===== src/rtl/p2l_pkg.sv =====
// Shared constants for the pulse_to_level block: FSM state encoding and the
// output mode selected when a strobe is accepted from IDLE.
package p2l_pkg;

    localparam logic [1:0] IDLE = 2'd0;
    localparam logic [1:0] HOLD = 2'd1;
    localparam logic [1:0] GAP  = 2'd2;

    localparam logic MODE_STRETCH = 1'b0;
    localparam logic MODE_TOGGLE  = 1'b1;

endpackage


===== src/rtl/p2l_down_counter.sv =====
// Loadable down-counter shared by the HOLD and GAP phases. It only counts
// down from a loaded value and parks at zero, so it can never wrap.
module p2l_down_counter #(
    parameter int CNT_W = 8
) (
    input  logic             clk,
    input  logic             rst,
    input  logic             load,
    input  logic [CNT_W-1:0] load_val,
    input  logic             en,
    output logic [CNT_W-1:0] count,
    output logic             zero
);

    // Load has priority over decrement; decrement stops at zero.
    always_ff @(posedge clk or posedge rst) begin
        if (rst) begin
            count <= '0;
        end else if (load) begin
            count <= load_val;
        end else if (en && (count != '0)) begin
            count <= count - 1'b1;
        end
    end

    assign zero = (count == '0);

endmodule


===== src/rtl/pulse_to_level.sv =====
// Turns single-cycle event strobes back into levels: either a stretched high
// window of programmable length or a toggle per accepted strobe, with an
// enforced low gap after each window and a flag for strobes that are refused.
module pulse_to_level
    import p2l_pkg::*;
#(
    parameter int CNT_W      = 8,
    parameter int GAP_CYCLES = 2,
    parameter int RETRIGGER  = 1
) (
    input  logic             i_clk,
    input  logic             i_rst,
    input  logic             i_pulse,
    input  logic             i_mode,
    input  logic [CNT_W-1:0] i_hold_len,
    output logic             o_level,
    output logic             o_busy,
    output logic             o_dropped
);

    localparam bit HAS_GAP = (GAP_CYCLES > 0);
    localparam bit RETRIG  = (RETRIGGER != 0);
    localparam int GAP_M1  = HAS_GAP ? GAP_CYCLES - 1 : 0;
    // Gap reload is zero-extended or truncated to the counter width.
    localparam logic [CNT_W-1:0] GAP_LOAD = CNT_W'(GAP_M1);

    logic [1:0]       state;
    logic [1:0]       state_nx;
    logic             mode;
    logic             mode_nx;
    logic             level_nx;
    logic             dropped_nx;
    logic             cnt_load;
    logic             cnt_en;
    logic [CNT_W-1:0] cnt_val;
    logic [CNT_W-1:0] cnt;
    logic             cnt_zero;
    logic [CNT_W-1:0] hold_load;

    // A hold length of 0 behaves as 1, so the reload value is N-1 = 0.
    assign hold_load = (i_hold_len == '0) ? '0 : i_hold_len - 1'b1;

    p2l_down_counter #(
        .CNT_W (CNT_W)
    ) u_cnt (
        .clk      (i_clk),
        .rst      (i_rst),
        .load     (cnt_load),
        .load_val (cnt_val),
        .en       (cnt_en),
        .count    (cnt),
        .zero     (cnt_zero)
    );

    // Next-state, next-output and counter control decode.
    always_comb begin
        state_nx   = state;
        mode_nx    = mode;
        level_nx   = o_level;
        dropped_nx = 1'b0;
        cnt_load   = 1'b0;
        cnt_en     = 1'b0;
        cnt_val    = hold_load;
        case (state)
            IDLE: begin
                if (i_pulse) begin
                    mode_nx = i_mode;
                    if (i_mode == MODE_STRETCH) begin
                        level_nx = 1'b1;
                        cnt_load = 1'b1;
                        cnt_val  = hold_load;
                        state_nx = HOLD;
                    end else begin
                        level_nx = ~o_level;
                        if (HAS_GAP) begin
                            cnt_load = 1'b1;
                            cnt_val  = GAP_LOAD;
                            state_nx = GAP;
                        end
                    end
                end
            end
            HOLD: begin
                level_nx = 1'b1;
                if (i_pulse && RETRIG) begin
                    // Reload even on the final cycle so the window never glitches low.
                    cnt_load = 1'b1;
                    cnt_val  = hold_load;
                end else begin
                    if (i_pulse) begin
                        dropped_nx = 1'b1;
                    end
                    if (cnt_zero) begin
                        level_nx = 1'b0;
                        if (HAS_GAP) begin
                            cnt_load = 1'b1;
                            cnt_val  = GAP_LOAD;
                            state_nx = GAP;
                        end else begin
                            state_nx = IDLE;
                        end
                    end else begin
                        cnt_en = 1'b1;
                    end
                end
            end
            GAP: begin
                // After a stretch the level is always low during the gap.
                if (mode == MODE_STRETCH) begin
                    level_nx = 1'b0;
                end
                if (i_pulse) begin
                    dropped_nx = 1'b1;
                end
                if (cnt_zero) begin
                    state_nx = IDLE;
                end else begin
                    cnt_en = 1'b1;
                end
            end
            default: begin
                state_nx = IDLE;
                level_nx = 1'b0;
            end
        endcase
    end

    // State, latched mode and registered outputs.
    always_ff @(posedge i_clk or posedge i_rst) begin
        if (i_rst) begin
            state     <= IDLE;
            mode      <= MODE_STRETCH;
            o_level   <= 1'b0;
            o_busy    <= 1'b0;
            o_dropped <= 1'b0;
        end else begin
            state     <= state_nx;
            mode      <= mode_nx;
            o_level   <= level_nx;
            o_busy    <= (state_nx != IDLE);
            o_dropped <= dropped_nx;
        end
    end

endmodule


===== config.mk =====
export PLATFORM = sky130hd
export DESIGN_NAME = pulse_to_level
export DESIGN_NICKNAME = d
export VERILOG_FILES = /design/src/rtl/p2l_pkg.sv /design/src/rtl/p2l_down_counter.sv /design/src/rtl/pulse_to_level.sv
export SDC_FILE = /design/constraint.sdc
export NUM_CORES = 1
export LEC_CHECK = 0
export BUFFER_PORTS_ARGS = -buffer_cell sky130_fd_sc_hd__buf_2
export CORE_MARGIN = 5
export CORE_UTILIZATION = 40
export DETAILED_ROUTE_END_ITERATION = 8
export PLACE_DENSITY = 0.57
export SLEW_MARGIN = 0
export SYNTH_ARGS = -nofsm -noshare
export SYNTH_HDL_FRONTEND = slang
export SYNTH_SLANG_ARGS = --single-unit

===== constraint.sdc =====
create_clock -name i_clk -period 3.22 [get_ports i_clk]
set_input_delay 0.322 -clock i_clk [delete_from_list [all_inputs] [get_ports i_clk]]
set_output_delay 0.322 -clock i_clk [all_outputs]
set_load 0.02 [all_outputs]

Word-level counts from Yosys, hierarchy flattened
Cells that the tools add are included.

storage, ports and cells
  input port bits = 12
  RAM bits = 0
  bits in read-only memories = 0
  bits in registers = 14
  word-level logic and storage cells = 49
  output and inout bits = 3
  bits in latches = 0
  memories = 0

cells by class
  shift operators = 0
  add/subtract/negate cells = 2
  equal/unequal tests = 4
  div/mod/pow operators = 0
  multiply operators = 0
  mux-type cells = 27
  reductions and logical operators = 9
  bitwise operators = 1
  magnitude comparators = 0

operators by type and width
  operator                                          number
  2-to-1 mux 8 bit                                  7
  zero test 8 bit                                   2
  one-hot mux 8 bit (2 select lines)                1
  subtractor 8 x 1 -> 8 bit, second input constant  2
  2-to-1 mux 1 bit                                  10
  2-to-1 mux 2 bit                                  5
  nonzero test 8 bit                                1
  one-hot mux 2 bit (3 select lines)                1
  != test 2 bit, second input constant              2
  one-hot mux 1 bit (2 select lines)                2
  AND reduction 2 bit                               2
  nonzero test 2 bit                                2
  one-hot mux 1 bit (3 select lines)                1
  == test 2 x 1 -> 1 bit, second input constant     1
  == test 2 bit, second input constant              1
  zero test 2 bit                                   1
  logical AND 1 bit                                 1
  NOT 1 bit                                         1

Logic depth before layout (Yosys ltp)
  depth after elaboration = 7
  gate-level depth with buffers = 8
  depth with buffers taken out = 7

Modules after synthesis
A second synthesis with hierarchy kept.

second synthesis, totals
  cells, all modules = 129
  area total of the unflattened synthesis = 1097.3 um^2

modules (own cells, without submodules)
  module            seq. area each (um^2)  cells an instance  times used  area an instance (um^2)
  pulse_to_level    150.1                  76                 1           601.8
  p2l_down_counter  200.2                  53                 1           495.5

Worst setup path after synthesis
Ideal clock, no wire load.

  path kind = register -> register
  start = reg u_cnt.count[2]
  end = reg u_cnt.count[1]
  data required time = 3140 ps
  period minus slack after synthesis = 1806 ps
  stages on the path, launching flop included = 6
  data arrival time = 1726 ps
  setup slack = 1414 ps
  path buffers = 0
  setup time = 80 ps
  cells stage by stage = dfrtp_1 > or4_4 > nor3_4 > nor2_1 > mux2_4 > o22ai_2

on the way
  longest elaborated chain between the ends = 6
  elaborated cells between the ends (all ways) = 14
  classes of those cells = 10 x mux; 4 x reduce/logical

ends and longest elaborated chain
  what                                 RTL line                                     text
  start, declared                      p2l_down_counter.sv:11                       output logic [CNT_W-1:0] count,
  start signal, assigned               p2l_down_counter.sv:20                       count <= load_val;
  start signal, assigned               p2l_down_counter.sv:22                       count <= count - 1'b1;
  zero test 8 bit                      p2l_down_counter.sv:26                       assign zero = (count == '0);
  2-to-1 mux 1 bit                     pulse_to_level.sv:93, pulse_to_level.sv:115
  2-to-1 mux 1 bit                     pulse_to_level.sv:85                         if (i_pulse && RETRIG) begin
  one-hot mux 1 bit (2 select lines)   pulse_to_level.sv:64                         case (state)
  logical AND 1 bit                    p2l_down_counter.sv:21                       end else if (en && (count != '0)) begin
  nonzero test 2 bit (no source line)  -

Parallel ways exist; a longest one is shown, timed or not.
A chain may end at the register's enable or synchronous reset.

Worst setup path in the final report
  start = reg u_cnt.count[2]
  end = reg u_cnt.count[7]

on the way
  longest elaborated chain between the ends = 6
  elaborated cells between the ends (all ways) = 16
  classes of those cells = 1 x add/sub; 11 x mux; 4 x reduce/logical

ends and longest elaborated chain
  what
  parallel branches: the longest is 6 deep, another holds subtractor 8 x 1 -> 8 bit

Several ways; the timed one is not identified. The select of a mux whose other input is x is not followed.

==> results.txt <==
----------------------------------------------------
[Outcome]
  Outcome ... completed

[Logic synthesis]
  Commonest register cell after synthesis ... dfrtp_1
  Async S/R FF share, synth ... 1.00
  Synth warnings ... 0
  Post-synthesis area per instance ... 9.03 um2
  Post-synth net total ... 137
  Register area share after synthesis ... 0.332
  Synth area leader ... dfrtp_1
  Number of distinct library cells after synthesis ... 36
  Number of enable flip-flop cells after synthesis ... 0
  Cell area after technology mapping ... 1060 um2
  Gate count of the mapped netlist ... 117
  Post-synthesis sequential element count ... 14
  Dominant cells by area after synthesis ... dfrtp_1, ha_1, xnor2_1
  Portion of synthesized cell area occupied by the leading cell type ... 0.332

[GRT]
  Initial antenna violation count ... 0
  Combined global-route utilization of all metal layers ... 0.127
  Global-route wire length before repair ... roughly 3600 um
  Residual overflow from global routing ... 0
  Pin count of the biggest net entering global routing ... 15
  Number of global-route vias before repair ... 777

[Floorplanning]
  Vertical die dimension ... 61.4 um
  Overall die width ... 61.4 um
  Initial cell density of the core ... 0.422
  Count of standard-cell rows ... 18
  Floorplan core area ... 2500 um2
  Die area ... 3770 um2
  Top-Level Pins ... 15

[Final layout]
  Net count reported at finish ... 154
  Number of antenna repair diodes ... 0
  Final cell count without fillers ... roughly 160
  Area taken by multi-input logic gates ... roughly 660 um2
  Util after Layout ... 0.474
  Total area of sequential cells ... between 300 and 400 um2
  Share of layout cells above drive strength 1 ... 0.203
  Number of inserted filler cells in the final layout ... 225
  Area Growth Syn to Fin ... 12.2%

[CTS]
  CTS tree ... yes
  Num Clock Sinks ... 14
  Num CTS Buffers ... 3
  Master cell of the clock root buffer ... clkbuf_4
  Number of hold buffers added after CTS ... 0
  Clock-pin slew on the worst setup and hold paths ... ~0.09 ns
  Clock latency at the later pin of the worst-skew pair ... 0.27 ns
  Deepest clock path buffer count ... 2
  Number of setup buffers added after CTS ... 0
  CTS H-tree depth ... 1
  Count of cells resized by post-cts repair ... 0

[Worst setup path]
  Data arrival time of the critical path ... around 2.4 ns
  Data required time at the worst endpoint ... 3.41 ns
  Top fanout value on the critical path ... 10
  Worst setup endpoint ... u_cnt.count[7]
  Worst reg-to-reg path cell count ... 5
  Critical path start-end classification ... reg -> reg
  Worst setup slack for register-to-register paths ... 1.04 ns
  Launch point of the worst path ... u_cnt.count[2]
  Startpoint of the lowest-slack register-to-register path ... u_cnt.count[2]
  Endpoint type of the worst setup path ... flop
  Reg-to-reg critical path endpoint ... u_cnt.count[7]
  Setup crit start kind ... flop

[Pwr]
  PwrDens ... around 810 nW/um2
  Static Leak ... 0.520 nW
  Worst vdd ir ... ~0.4 mV

[Placed design]
  Setup slack at placement ... approximately 1.1 ns
  GPL Wtd Cong ... 0.859
  Post-detailed-placement half-perimeter wirelength ... approximately 1700 um
  Port Buffers ... 14
  Placed insts ... approximately 160

[Detailed routing]
  Count of vias placed by the detailed router ... 895
  Drt pass-1 iters ... 4
  DRC errors left ... 0
  Antenna violation net count after detailed routing ... 0
  Final WL ... 2220 um
  Number of vias per cell ... 5.49
  Number of DRC violations after detailed-routing iteration 0 ... 18
  Average routed wire per standard cell ... 13.6 um

[STA]
  Max Freq ... 459 MHz
  Final Slew Violations ... 0
  Min cycle time layout ... 2.18 ns
  Worst clock skew ... 0.00407 ns
  Setup slack after layout ... 1.04 ns
  Setup repair after global routing missed its margin ... false
  Final hold vios ... 0
  Actual slew at the worst max-slew pin ... 0.551 ns
  Relative max-transition margin ... 0.632
  Fraction of the cycle the final worst path needs ... 0.676
  Setup TNS after final layout ... 0 ns
  Number of setup violations in the final report ... 0

[Worst hold path]
  Type of the tightest min-delay check ... in -> async

[Job]
  Max capacitance violation total ... 0

----------------------------------------------------
-- where the power goes --
group,total [W],switching [W],internal [W]
clock,0.000127,0.0000583,0.0000686
sequential,0.000339,0.0000808,0.000258
combinational,0.000496,0.000272,0.000224
total,0.000962,0.000411,0.000550
-- logic make-up after synthesis --
| logic type | Yosys count | synth area share |
|---|---|---|
| simple gates | 47 | 0.250 |
| flops | 14 | 0.332 |
| xor+xnor | 9 | 0.0746 |
| fa+ha+maj | 8 | 0.0948 |
| mux | 4 | 0.0427 |
| compound gates | 26 | 0.167 |
| buf+inv | 9 | 0.0391 |
-- layout by cell type (no fill, tap or decap), types with 2 or more instances in the layout --
master / count
buf_2: 14
dfrtp_1: 14
nor2_1: 12
nand2_1: 10
ha_1: 8
xnor2_1: 7
inv_1: 7
o21ai_0: 6
nand3_1: 6
o22ai_1: 5
a21oi_1: 5
nor3_1: 3
mux2i_1: 3
clkbuf_4: 3
nor4_1: 2
nor3b_1: 2
o2111ai_1: 2
o221a_2: 2
xor2_1: 2
nor4b_1: 2
and2_1: 2
-- through the flow --
| stage | hold slack, ns | power, W | cell area, um2 |
|---|---|---|---|
| floorplan | 0.211 | 0.000728 | 1060 |
| global placement | 0.411 | 0.000838 | 1150 |
| detailed placement | 0.396 | 0.000834 | 1150 |
| CTS | 0.0874 | 0.000966 | 1180 |
| global route | 0.138 | 0.00104 | 1180 |
| finish | 0.0741 | 0.000962 | 1180 |
-- per-layer routing --
| metal | wire length, um | GRT usage | up-vias |
|---|---|---|---|
| met1 | 1140 | 0.201 | 426 |
| met4 | 12 | 0.0364 | 0 |
| met5 | 0 | 0 | - |
| li1 | - | - | 454 |
| met2 | 995 | 0.175 | 13 |
| met3 | 79 | 0.0189 | 2 |
-- cells in the mapped netlist, types with 2 or more instances --
cell type and number:
nor4_1 2, ha_1 8, o221a_2 2, nor3b_1 2, mux2i_1 3, dfrtp_1 14
nand2_1 10, nand3_1 6, nor2_1 12, nor3_1 3, nor4b_1 2, and2_1 2
o21ai_0 6, o2111ai_1 2, xor2_1 2, o22ai_1 5, xnor2_1 7, a21oi_1 5
inv_1 7
-- sequential cells by signal, summed over array words and instances (netlist names) --
name / cells
state: 2
mode: 1
o_busy: 1
o_level: 1
o_dropped: 1
u_cnt.count: 8
-- how the worst min path moves through the flow --
stage                      from   endpoint  slack (ns)  depth (start not counted)
final                     i_rst    o_level        0.07                          2
after global routing      i_rst    o_level        0.14                          2
after CTS                 i_rst  o_dropped        0.09                          2
after detailed placement  i_rst  o_dropped        0.40                          2
after global placement    i_rst  o_dropped        0.41                          2
after floorplan           i_rst       mode        0.21                          1
-- layout make-up --
type                    instances  share of cell area
inverters                       7              0.0222
well taps                      30              0.0317
flip-flops and latches         14               0.296
multi-input cells              94               0.561
clock buffers                   4              0.0306
repair buffers                 14              0.0591
-- critical path, cell delays in order, from the launching register on --
cell and delay (ns):
dfrtp_1 0.44, or4_4 0.59, nor3_4 0.31, o21a_1 0.44, nand2_4 0.13, o22ai_1 0.19
No activity file was read; power rests on OpenSTA's default activity.
